**src/rtl/fifo_push_arbiter.sv**
```systemverilog
// fifo_push_arbiter: shares one req/ack FIFO push port among N_REQ producers.
// Round-robin arbitration. A grant is held until the granted requester has
// either completed MAX_BURST handshakes or released its request after a
// handshake. While a granted request is pending and unacked, the grant never
// moves, so fifo_push_req and fifo_data_in stay stable as the FIFO protocol
// requires.
module fifo_push_arbiter #(
   parameter int N_REQ     = 4,
   parameter int WIDTH     = 4,
   parameter int IDW       = 2,
   parameter int MAX_BURST = 4,
   parameter int BCW       = 3
) (
   input  logic                   clk,
   input  logic                   reset,
   input  logic [N_REQ-1:0]       req_i,
   input  logic [N_REQ*WIDTH-1:0] data_i,
   output logic [N_REQ-1:0]       ack_o,
   output logic                   fifo_push_req,
   output logic [WIDTH-1:0]       fifo_data_in,
   input  logic                   fifo_push_ack,
   output logic                   grant_valid,
   output logic [IDW-1:0]         grant_id
);

   typedef enum logic {IDLE = 1'b0, GRANT = 1'b1} state_t;

   state_t           r_state;
   state_t           w_state_nxt;
   logic [IDW-1:0]   r_rr_ptr;
   logic [IDW-1:0]   w_rr_ptr_nxt;
   logic [IDW-1:0]   r_grant_id;
   logic [IDW-1:0]   w_grant_id_nxt;
   logic [BCW-1:0]   r_burst_cnt;
   logic [BCW-1:0]   w_burst_cnt_nxt;

   logic [IDW-1:0]   w_winner;
   logic             w_any_req;
   logic [IDW-1:0]   w_grant_inc;
   logic             w_req_g;
   logic [WIDTH-1:0] w_data_g;
   logic             w_hsk;
   logic             w_last_beat;

   // Round-robin search: walk from rr_ptr upward (mod N_REQ); the lowest
   // offset with a request wins, so scan offsets high-to-low and let the last
   // hit stand.
   always_comb begin
      int j;
      j         = 0;
      w_winner  = '0;
      w_any_req = |req_i;
      for (int i = N_REQ - 1; i >= 0; i--) begin
         j = int'(r_rr_ptr) + i;
         if (j >= N_REQ) j = j - N_REQ;
         if (req_i[IDW'(j)]) w_winner = IDW'(j);
      end
   end

   // Pointer to the requester after the current grant, wrapping at N_REQ
   // (not at 2^IDW) so non-power-of-two requester counts rotate correctly.
   always_comb begin
      w_grant_inc = '0;
      if (r_grant_id != IDW'(N_REQ - 1)) w_grant_inc = r_grant_id + 1'b1;
   end

   // Select the granted requester's request and data word.
   always_comb begin
      w_req_g  = 1'b0;
      w_data_g = '0;
      for (int k = 0; k < N_REQ; k++) begin
         if (r_grant_id == IDW'(k)) begin
            w_req_g  = req_i[k];
            w_data_g = data_i[k*WIDTH +: WIDTH];
         end
      end
   end

   assign w_hsk       = (r_state == GRANT) && w_req_g && fifo_push_ack;
   assign w_last_beat = (r_burst_cnt == BCW'(MAX_BURST - 1));

   // FIFO-side and requester-side outputs; purely combinational from the
   // grant so a reset drops them without waiting for a clock edge.
   always_comb begin
      fifo_push_req = 1'b0;
      fifo_data_in  = '0;
      ack_o         = '0;
      grant_valid   = 1'b0;
      grant_id      = '0;
      if (r_state == GRANT) begin
         grant_valid   = 1'b1;
         grant_id      = r_grant_id;
         fifo_push_req = w_req_g;
         fifo_data_in  = w_data_g;
         for (int k = 0; k < N_REQ; k++) begin
            if (r_grant_id == IDW'(k)) ack_o[k] = w_hsk;
         end
      end
   end

   // Next-state logic: IDLE arbitrates, GRANT holds until the burst ends,
   // the requester releases after a handshake, or keeps waiting on a stall.
   always_comb begin
      w_state_nxt     = r_state;
      w_rr_ptr_nxt    = r_rr_ptr;
      w_grant_id_nxt  = r_grant_id;
      w_burst_cnt_nxt = r_burst_cnt;
      case (r_state)
         IDLE: begin
            if (w_any_req) begin
               w_state_nxt     = GRANT;
               w_grant_id_nxt  = w_winner;
               w_burst_cnt_nxt = '0;
            end
         end
         GRANT: begin
            if (w_hsk && w_last_beat) begin
               w_state_nxt     = IDLE;
               w_rr_ptr_nxt    = w_grant_inc;
               w_burst_cnt_nxt = '0;
            end else if (w_hsk) begin
               w_burst_cnt_nxt = r_burst_cnt + 1'b1;
            end else if (!w_req_g) begin
               // Requester finished its burst early.
               w_state_nxt     = IDLE;
               w_rr_ptr_nxt    = w_grant_inc;
               w_burst_cnt_nxt = '0;
            end
         end
         default: begin
            w_state_nxt = IDLE;
         end
      endcase
   end

   // State registers with asynchronous reset.
   always_ff @(posedge clk or posedge reset) begin
      if (reset) begin
         r_state     <= IDLE;
         r_rr_ptr    <= '0;
         r_grant_id  <= '0;
         r_burst_cnt <= '0;
      end else begin
         r_state     <= w_state_nxt;
         r_rr_ptr    <= w_rr_ptr_nxt;
         r_grant_id  <= w_grant_id_nxt;
         r_burst_cnt <= w_burst_cnt_nxt;
      end
   end

endmodule

```
**config.mk**
```make
export PLATFORM = sky130hd
export DESIGN_NAME = fifo_push_arbiter
export DESIGN_NICKNAME = d
export VERILOG_FILES = /design/src/rtl/fifo_push_arbiter.sv
export SDC_FILE = /design/constraint.sdc
export NUM_CORES = 1
export LEC_CHECK = 0
export BUFFER_PORTS_ARGS = -buffer_cell sky130_fd_sc_hd__buf_2
export CAP_MARGIN = 20
export CORE_AREA = 5 5 46 48
export DETAILED_ROUTE_END_ITERATION = 12
export DIE_AREA = 0 0 51 53
export GPL_TIMING_DRIVEN = 0
export PLACE_DENSITY = 0.75
export SYNTH_ARGS = -nofsm -noshare
export SYNTH_HDL_FRONTEND = slang
export SYNTH_SLANG_ARGS = --single-unit
```
**constraint.sdc**
```tcl
create_clock -name clk -period 4.6 [get_ports clk]
set_input_delay 0.23 -clock clk [delete_from_list [all_inputs] [get_ports clk]]
set_output_delay 0.23 -clock clk [all_outputs]
set_load 0.01 [all_outputs]
```
==> qor.yml <==
status: "finished, final reports clean"
p_leak_nw: 0.506
holdWs_ns: 0.333
synth_seq_area_share_pct: 27.3
regToRegSetupSlack_ns: 2.63
drtAntennaViolNets: 0
synth_area_per_cell_um2: 8.74
finalPower_uw: 554
power_density_mw_per_mm2: 578
portBuffers: 34
cts.sinks: 8
drc: 0
synth-edff-count: 0
worstPathMaxFanout: 8
cp-start-kind: "flop"
cts_resized: 0
nets: 153
antenna_found_initial: 0
r2r-end: "r_rr_ptr[1]"
fin_tns_setup_ns: 0
pin_count: 35
routed_wl_um: 1730
ir_drop_v: 0.000292
r2r_cells: 6
min_path_cells: 3
critPathArrivalTime_ns: 2.15
hold_viol: 0
drt_iter0_markers: 11
ys_seq_elements: 8
areaGrowthSynthToFinish_pct: 30.5
gp_congestion: 0.736
register_area_um2: 200
fin_crit_sh_pct: 51.7
grt_pass1_vias: 767
synth_nets: 113
syn-instance-count: 84
core-area_mm2: 0.00167
synthDistinctLibCells: 34
hold_class: "input port to flop"
overflow: 0
ctsHoldBuffers: 1
setup_viol: 0
slew_headroom_pct: 73.4
worst_pin_slew_ns: 0.388
dp_hpwl_um: 1470
rr_startpoint: "r_grant_id[1]"
rows: 15
slew_violations: 0
drive_gt1_share_pct: 36.9
cts_buffers: 3
synth_area_um2: 734
maxCapViolCount: 0
fillers: 147
final_core_util_pct: 57.4
num_antenna_cells: 0
synthArstFlopShare_pct: 100
min_period_ns: 2.38
clk_latency_ns: 0.25
h-tree-depth: 1
cts_tree: "built"
dieArea_mm2: 0.00270
cp.required_ns: 4.37
rsz0062_at_grt: "no"
wl_per_cell_um: 12.4
synth-main-ff-cell: "dfrtp_1"
fp.dieH_um: 53
num_vias: 756
clk_root_buffer_cell: "clkbuf_4"
critPathCaptureType: "output pin"
post_cts_buffers: 0
max-clock-path-buffers: 2
worstSetupPathType: "flop to output pin"
dr.pass1.iters: 4
path_clk_slew_ns: 0.04
final_cells: 139
clock_skew_ns: 0.00424
placed_cells: 135
grt_start_max_net_pins: 11
hp-start: "req_i[3]"
multi_input_area_um2: 472
viasPerCell: 5.44
max_freq_mhz: 421
grt_first_pass_wirelength_um: 3040
start_util_pct: 44.0
whs_endpoint: "r_grant_id[0]"
yosys_warnings: 0
grt_use_total_pct: 14.8
die_x_um: 51
-- synthesized netlist by cell type, types with 2 or more instances --
cell	count	share of area, %
ha_1	6	10
nor2_1	3	1.5
dfrtp_1	8	27
inv_1	12	6.1
a21oi_1	4	2.7
o22ai_1	4	3.4
a221oi_1	4	4.8
mux2i_1	2	2.7
and2_2	2	2.0
a22o_1	4	4.8
nand2_1	4	2.0
nor2b_1	3	2.6
and2_1	6	5.1
mux2_1	2	3.1
-- state kept, by name, summed over array words and instances (netlist names) --
| name | count |
|---|---|
| r_burst_cnt | 3 |
| r_state | 1 |
| r_rr_ptr | 2 |
| r_grant_id | 2 |
-- cells in the final DEF (no fill, tap or decap), drive strengths merged, types with 4 or more instances in the layout --
cell     n
a21oi    4
inv     12
and2     8
clkbuf   5
a221oi   4
nand2    4
ha       6
o22ai    4
buf     34
a22o     4
dfrtp    8
-- layer usage --
| layer | up-vias | part of all wire (%) | track usage [%] |
|---|---|---|---|
| met3 | 3 | 8.9 | 1.97 |
| li1 | 382 | - | - |
| met2 | 32 | 46 | 26.4 |
| met5 | - | 0 | 0 |
| met1 | 339 | 44 | 16.9 |
| met4 | 0 | 1.7 | 8.07 |
-- area by class of cell --
class | instances | share of cell area (%)
repair buffers | 35 | 18.8
inverters | 12 | 4.70
flip-flops and latches | 8 | 20.9
clock buffers | 3 | 2.35
plain buffers | 2 | 1.83
well taps | 17 | 2.22
multi-input cells | 62 | 49.2
-- worst max-delay path: stages, from the launching register on --
cell and delay [ns]:
dfrtp_1 0.41, inv_1 0.08, ha_1 0.27, a211oi_1 0.38, a211oi_2 0.18, and3_2 0.26
and2_2 0.18, buf_2 0.13
-- worst max path at each step --
stage | startpoint | end | slack (ns) | cells after the start
final | r_grant_id[1] | ack_o[1] | 2.22 | 7
after global routing | r_grant_id[0] | ack_o[1] | 2.06 | 8
after CTS | r_grant_id[1] | ack_o[1] | 2.21 | 7
after detailed placement | r_grant_id[0] | ack_o[1] | 2.49 | 8
after global placement | r_grant_id[1] | ack_o[1] | 2.52 | 7
after floorplan | r_grant_id[0] | ack_o[0] | 2.75 | 7
-- kinds of logic (layout without fill, tap and decap cells) --
logic type | count (synthesis) | in the layout | share of synthesized area, %
AND/OR/NAND/NOR | 26 | 26 | 21.1
adder cells (fa/ha/maj) | 6 | 6 | 10.2
flip-flops | 8 | 8 | 27.3
buffers and inverters | 14 | 52 | 8.52
multiplexers | 4 | 4 | 5.79
AO/OA/AOI/OAI | 26 | 26 | 27.1
-- through the flow --
stage | instance area [µm²] | worst slack [ns]
6_report | 958 | 2.22
5_1_grt | 958 | 2.06
4_1_cts | 958 | 2.21
3_5_place_dp | 926 | 2.49
3_3_place_gp | 926 | 2.52
2_1_floorplan | 734 | 2.75
-- power by group --
group	internal (mW)	switching, mW	total, mW	leakage (nW)
Clock	0.0296	0.0201	0.0496	0.0138
Combinational	0.182	0.191	0.374	0.391
Sequential	0.0990	0.0317	0.131	0.101
No activity file was read; power rests on OpenSTA's default activity.
